File: config.mk
export PLATFORM = sky130hd
export DESIGN_NAME = io_bus_unit_flat
export DESIGN_NICKNAME = d
export VERILOG_FILES = /design/src/rtl/io_bus_if.sv /design/src/rtl/io_bus_unit.sv /design/src/flat_wrapper.sv
export SDC_FILE = /design/constraint.sdc
export NUM_CORES = 1
export LEC_CHECK = 0
export CORE_AREA = 4 4 156 158
export DETAILED_ROUTE_END_ITERATION = 7
export DIE_AREA = 0 0 160 162
export DONT_BUFFER_PORTS = 1
export HOLD_SLACK_MARGIN = 0.12
export PLACE_DENSITY_LB_ADDON = 0.3
export SLEW_MARGIN = 20
export SYNTH_ARGS = -nofsm -noshare
export SYNTH_HDL_FRONTEND = slang
export SYNTH_SLANG_ARGS = --single-unit
File: constraint.sdc
create_clock -name clock -period 2.7 [get_ports clock]
set_input_delay 0.405 -clock clock [delete_from_list [all_inputs] [get_ports clock]]
set_output_delay 0.405 -clock clock [all_outputs]
set_load 0.02 [all_outputs]
File: src/rtl/io_bus_if.sv
// io_bus_if: datapath-to-I/O bus carrying the effective address, store data and store strobe
// towards the unit, and the window select and read data back to the datapath.
interface io_bus_if;
  logic [31:0] addr;
  logic [31:0] wdata;
  logic        we;
  logic        io_sel;
  logic [31:0] rdata;

  modport master (output addr, wdata, we, input io_sel, rdata);
  modport slave  (input addr, wdata, we, output io_sel, rdata);
endinterface

File: src/rtl/io_bus_unit.sv
// io_bus_unit: memory-mapped I/O window (0x80..0xFF) with output registers, synchronised inputs,
// key-press flags and a multiplexed 8-digit display. Define IO_CYCLE_COUNTER_EN for the 0xC8 cycle counter.
module io_bus_unit #(
  parameter int SCAN_DIV = 16
) (
  input  logic        clock,
  input  logic        reset,
  io_bus_if.slave     bus,
  input  logic [9:0]  sw,
  input  logic [3:0]  key,
  output logic [31:0] out0,
  output logic [31:0] out1,
  output logic [6:0]  seg,
  output logic [7:0]  an
);

  localparam logic [4:0] OFF_OUT0 = 5'd0;
  localparam logic [4:0] OFF_OUT1 = 5'd1;
  localparam logic [4:0] OFF_DISP = 5'd2;
  localparam logic [4:0] OFF_SW   = 5'd16;
  localparam logic [4:0] OFF_KEY  = 5'd17;
  localparam logic [4:0] OFF_CYC  = 5'd18;
  localparam logic [SCAN_DIV-1:0] SCAN_ONE = {{(SCAN_DIV-1){1'b0}}, 1'b1};

  // Active-low hex glyphs, bit order {g,f,e,d,c,b,a}
  function automatic logic [6:0] hex7(input logic [3:0] v);
    case (v)
      4'h0: hex7 = 7'b1000000;
      4'h1: hex7 = 7'b1111001;
      4'h2: hex7 = 7'b0100100;
      4'h3: hex7 = 7'b0110000;
      4'h4: hex7 = 7'b0011001;
      4'h5: hex7 = 7'b0010010;
      4'h6: hex7 = 7'b0000010;
      4'h7: hex7 = 7'b1111000;
      4'h8: hex7 = 7'b0000000;
      4'h9: hex7 = 7'b0010000;
      4'hA: hex7 = 7'b0001000;
      4'hB: hex7 = 7'b0000011;
      4'hC: hex7 = 7'b1000110;
      4'hD: hex7 = 7'b0100001;
      4'hE: hex7 = 7'b0000110;
      4'hF: hex7 = 7'b0001110;
      default: hex7 = 7'b1111111;
    endcase
  endfunction

  logic [31:0]         out0_r, out1_r, disp_r;
  logic [9:0]          sw_s1_r, sw_s2_r;
  logic [3:0]          k_s1_r, k_s2_r, k_s3_r, flag_r;
  logic [SCAN_DIV-1:0] scan_r;
  logic [6:0]          seg_r;
  logic [7:0]          an_r;
  logic                io_sel_s, wr_s, unused_s;
  logic [4:0]          off_s;
  logic [3:0]          fall_s, clr_s;
  logic [2:0]          digit_s;
  logic [31:0]         rdata_s, cycles_s;

  assign io_sel_s = (bus.addr[31:8] == 24'd0) & bus.addr[7];
  assign off_s    = bus.addr[6:2];
  assign wr_s     = bus.we & io_sel_s;
  assign fall_s   = k_s3_r & ~k_s2_r;
  assign clr_s    = (wr_s && (off_s == OFF_KEY)) ? bus.wdata[3:0] : 4'd0;
  assign digit_s  = scan_r[SCAN_DIV-1 -: 3];
  assign unused_s = ^bus.addr[1:0];

  // Writable registers, input synchronisers, key flags and display scan
  always_ff @(posedge clock) begin
    if (reset) begin
      out0_r  <= 32'd0;
      out1_r  <= 32'd0;
      disp_r  <= 32'd0;
      sw_s1_r <= 10'd0;
      sw_s2_r <= 10'd0;
      k_s1_r  <= 4'hF;
      k_s2_r  <= 4'hF;
      k_s3_r  <= 4'hF;
      flag_r  <= 4'd0;
      scan_r  <= {SCAN_DIV{1'b0}};
      an_r    <= 8'hFE;
      seg_r   <= 7'b1000000;
    end else begin
      if (wr_s && (off_s == OFF_OUT0)) out0_r <= bus.wdata;
      if (wr_s && (off_s == OFF_OUT1)) out1_r <= bus.wdata;
      if (wr_s && (off_s == OFF_DISP)) disp_r <= bus.wdata;
      sw_s1_r <= sw;
      sw_s2_r <= sw_s1_r;
      k_s1_r  <= key;
      k_s2_r  <= k_s1_r;
      k_s3_r  <= k_s2_r;
      // A press landing in the same cycle as a W1C clear keeps the flag set
      flag_r  <= (flag_r & ~clr_s) | fall_s;
      scan_r  <= scan_r + SCAN_ONE;
      an_r    <= ~(8'b0000_0001 << digit_s);
      seg_r   <= hex7(disp_r[{digit_s, 2'b00} +: 4]);
    end
  end

`ifdef IO_CYCLE_COUNTER_EN
  logic [31:0] cycles_r;

  // Free-running cycle counter, wraps naturally at 2^32
  always_ff @(posedge clock) begin
    if (reset) begin
      cycles_r <= 32'd0;
    end else begin
      cycles_r <= cycles_r + 32'd1;
    end
  end

  assign cycles_s = cycles_r;
`else
  assign cycles_s = 32'd0;
`endif

  // Zero-latency read mux over registered state; single-cycle loads depend on it
  always_comb begin
    rdata_s = 32'd0;
    if (io_sel_s) begin
      case (off_s)
        OFF_OUT0: rdata_s = out0_r;
        OFF_OUT1: rdata_s = out1_r;
        OFF_DISP: rdata_s = disp_r;
        OFF_SW:   rdata_s = {22'd0, sw_s2_r};
        OFF_KEY:  rdata_s = {28'd0, flag_r};
        OFF_CYC:  rdata_s = cycles_s;
        default:  rdata_s = 32'd0;
      endcase
    end else begin
      rdata_s = 32'd0;
    end
  end

  assign bus.io_sel = io_sel_s;
  assign bus.rdata  = rdata_s;
  assign out0       = out0_r;
  assign out1       = out1_r;
  assign seg        = seg_r;
  assign an         = an_r;

endmodule

File: src/flat_wrapper.sv
// flat-port wrapper written by rule: the top's interface ports become plain ports
module io_bus_unit_flat 
#(
  parameter int SCAN_DIV = 16
)
  (clock, reset, sw, key, out0, out1, seg, an, bus_addr, bus_wdata, bus_we, bus_io_sel, bus_rdata);
  io_bus_if bus_i ();
  input  logic clock;
  input  logic reset;
  input  logic [9:0] sw;
  input  logic [3:0] key;
  output logic [31:0] out0;
  output logic [31:0] out1;
  output logic [6:0] seg;
  output logic [7:0] an;
  input wire logic [$bits(bus_i.addr)-1:0] bus_addr;
  input wire logic [$bits(bus_i.wdata)-1:0] bus_wdata;
  input wire logic [$bits(bus_i.we)-1:0] bus_we;
  output wire logic [$bits(bus_i.io_sel)-1:0] bus_io_sel;
  output wire logic [$bits(bus_i.rdata)-1:0] bus_rdata;
  assign bus_i.addr = bus_addr;
  assign bus_i.wdata = bus_wdata;
  assign bus_i.we = bus_we;
  assign bus_io_sel = bus_i.io_sel;
  assign bus_rdata = bus_i.rdata;
  io_bus_unit #(.SCAN_DIV(SCAN_DIV)) u_core (.clock(clock), .reset(reset), .bus(bus_i), .sw(sw), .key(key), .out0(out0), .out1(out1), .seg(seg), .an(an));
endmodule
==> impl_metrics.ini <==
[outcome]
run_status = complete, no violations

[drt]
ant_nets = 0
drc = 0
vias = 5519
drt_iter0_markers = 476
route.detailed.wl_per_inst_um = 18.9
firstDrtPassIters = 6
wirelength_mm = 20.6
vias_per_cell = 5.05

[yosys]
yosysUniqueCellTypes = 52
syn_nets = 780
synth-xor-area-share_pct = 1.67
synth_area_um2 = 6820
synthArstFlopShare_pct = 0
synth-simple-area-share_pct = 19.4
synth_adder_area_share_pct = 1.47
avgSynthCellArea_um2 = 9.87
synth.area.top_cells = dfxtp_1, mux2i_1, nor2_1
synth_flop_cell = dfxtp_1
ys_seq_area_share_pct = 47.9
ys_ff_latch = 163
synth_top_cell_by_area = dfxtp_1
synth_top_family_by_area = simple AND/OR/NAND/NOR gates
synth_top_area_share_pct = 47.9
synth_mux_area_share_pct = 16.1
synthCells = 691
yosysWarnings = 0
synth-edff-count = 0
synth_compound_area_share_pct = 8.92

[critical_path]
path_class = reg -> reg
cp-endpoint = u_core.seg[5]
startpoint_type = register
reg2reg_to = u_core.seg[5]
crit_required_ns = 3.05
worstReg2RegStart = u_core.scan_r[13]
crit_fanout = 9
rrSetupSlack_ns = 0.23
arrival_ns = 2.82
worstSetupEndpointType = register
rr_worst_depth = 6
crit_path_start = u_core.scan_r[13]

[floorplanning]
rows = 56
die_w_um = 160
dieArea_um2 = 25900
ios = 193
die_h_um = 162
start_util_pct = 29.5
coreArea_um2 = 23100

[sta]
post-route-period-util_pct = 91.5
drv_slew = 0
skew_ns = 0.0122
fin_crit_ns = 2.47
tightest_slew_ns = 0.594
fin_tns_setup_ns = 0
rsz0062_at_grt = no
max-slew-margin-rel_pct = 60.4
hold_viol = 0
setup_violations = 0
fmaxAchievable_ghz = 0.405

[clocking]
cts-buffers-inserted = 17
clock_latency_ns = 0.44
cts.clk_slew.worst_paths_ns = 0.07
clockRootBuffer = clkbuf_16
post-cts-setup-buffer-count = 0
htreeDepth = 4
cts_tree = yes
cts_buffer_depth = 2
clock_sinks = 163

[finish]
final_nets = 879
final_util_pct = 37.7
fill_cells = 2317
diodes = 0
area_delta_synth_final_pct = 27.7
final_cell_mix = dfxtp_1, nor2_1, mux2i_1, dlygate4sd3_1, buf_4
drive_gt1_share_pct = 14.4
final_common_cell = dfxtp_1

[power]
peakVddDrop_v = 0.000301
leakage_nw = 3.01
powerDensity_nw_per_um2 = 590

[grt]
grt_first_pass_wirelength_mm = 32.0
grt_max_degree = 129
grt.overflow.total = 0
grt_pass1_vias = 5485
track_usage_pct = 15.7
antenna_found_initial = 0

[worst_hold_path]
hp-class = in -> reg

[placement]
portBuffers = 0
dpl.hpwl_mm = 14.2
routabilityCongestion = 0.762

[job]
drv_cap = 0
-- Yosys cell counts, types with 2 or more instances --
cell type and instances:
dfxtp_1 163, buf_1 2, nor3_1 7, mux2_1 3
nor3b_1 2, clkbuf_1 27, a21oi_1 12, nand3_1 22
a32o_1 5, a2111oi_0 2, o21ai_0 2, a31oi_1 3
a22oi_1 17, buf_6 10, nand4_1 8, nor4b_4 3
a222oi_1 26, xor2_1 4, nor2b_1 24, nor4_1 5
or3_1 5, nor2_1 148, mux2i_1 106, and3_1 3
and2_1 2, or2_2 8, inv_1 12, nand2_1 11
buf_2 8, xnor2_1 9, nand2b_1 3, o22ai_1 2
ha_1 8
-- per-stage QoR --
stage	power [mW]	cell area (um2)	hold WS (ns)	setup WS, ns	std cells
after floorplan	2.57	6820	0.389	0.0289	691
after global placement	2.55	7420	0.394	0.212	997
after detailed placement	2.56	7420	0.398	0.175	997
after CTS	5.21	8710	0.120	0.155	1093
after global routing	5.31	8710	0.129	0.0676	1093
final	5.14	8710	0.133	0.230	1093
-- logic make-up (layout without fill, tap and decap cells) --
kind of cell / after synthesis / count (layout)
XOR/XNOR: 13 / 13
multiplexers: 109 / 109
AND/OR/NAND/NOR: 262 / 262
flip-flops: 163 / 163
adder cells (fa/ha/maj): 8 / 8
AO/OA/AOI/OAI: 75 / 75
buffers and inverters: 61 / 173
-- power by group --
| part | total [mW] | leakage [nW] | switching (mW) | internal [mW] |
|---|---|---|---|---|
| registers | 2.44 | 1.32 | 0.0100 | 2.43 |
| logic | 0.167 | 1.38 | 0.0839 | 0.0832 |
| clock network | 2.53 | 0.303 | 1.16 | 1.37 |
-- worst max-delay path: stages, from the launching register on --
cell	delay, ns
dfxtp_1	0.47
buf_4	0.22
mux2i_1	0.27
o32ai_1	0.14
or4_1	0.72
or3_1	0.41
a31oi_1	0.15
-- what timing repair did --
action | CTS | global route
hold endpoints to repair | 150 | 0
gates resized for setup | 0 | 1
hold buffers | 64 | 0
endpoints found under the setup margin | 0 | 1
-- final cells by class --
cell class | instances | area [um2] | share of cell area (%)
timing repair buffer | 128 | 1160 | 13.4
inverter | 13 | 48.8 | 0.560
multi-input combinational | 467 | 3240 | 37.2
sequential | 163 | 3260 | 37.5
tap | 290 | 363 | 4.17
clock inverter | 14 | 190 | 2.18
clock buffer | 18 | 439 | 5.04
-- state kept, by name, summed over array words and instances (netlist names) --
name            count
u_core.disp_r      32
u_core.out0        32
u_core.out1        32
u_core.scan_r      16
u_core.sw_s1_r     10
u_core.sw_s2_r     10
u_core.an           8
u_core.seg          7
u_core.flag_r       4
u_core.k_s1_r       4
u_core.k_s2_r       4
u_core.k_s3_r       4
-- worst min-delay path by stage --
stage | cells after the start | end | from | slack (ns)
after global placement | 1 | u_core.k_s2_r[0] | u_core.k_s1_r[0] | 0.39
after global routing | 2 | u_core.disp_r[30] | bus_wdata[30] | 0.13
final | 2 | u_core.out0[5] | bus_wdata[5] | 0.13
after CTS | 2 | u_core.out0[1] | bus_wdata[1] | 0.12
after floorplan | 1 | u_core.k_s2_r[0] | u_core.k_s1_r[0] | 0.39
after detailed placement | 1 | u_core.k_s2_r[2] | u_core.k_s1_r[2] | 0.40
-- layer usage --
layer	wire, um	up-vias	part of all wire [%]	global-route usage [%]
met5	0	-	0	0
met4	330	0	1.6	4.69
met3	1560	20	7.5	5.10
met2	9470	201	46	24.9
met1	9280	2643	45	20.4
li1	-	2655	-	-
Power figures use the tool's default switching activity.
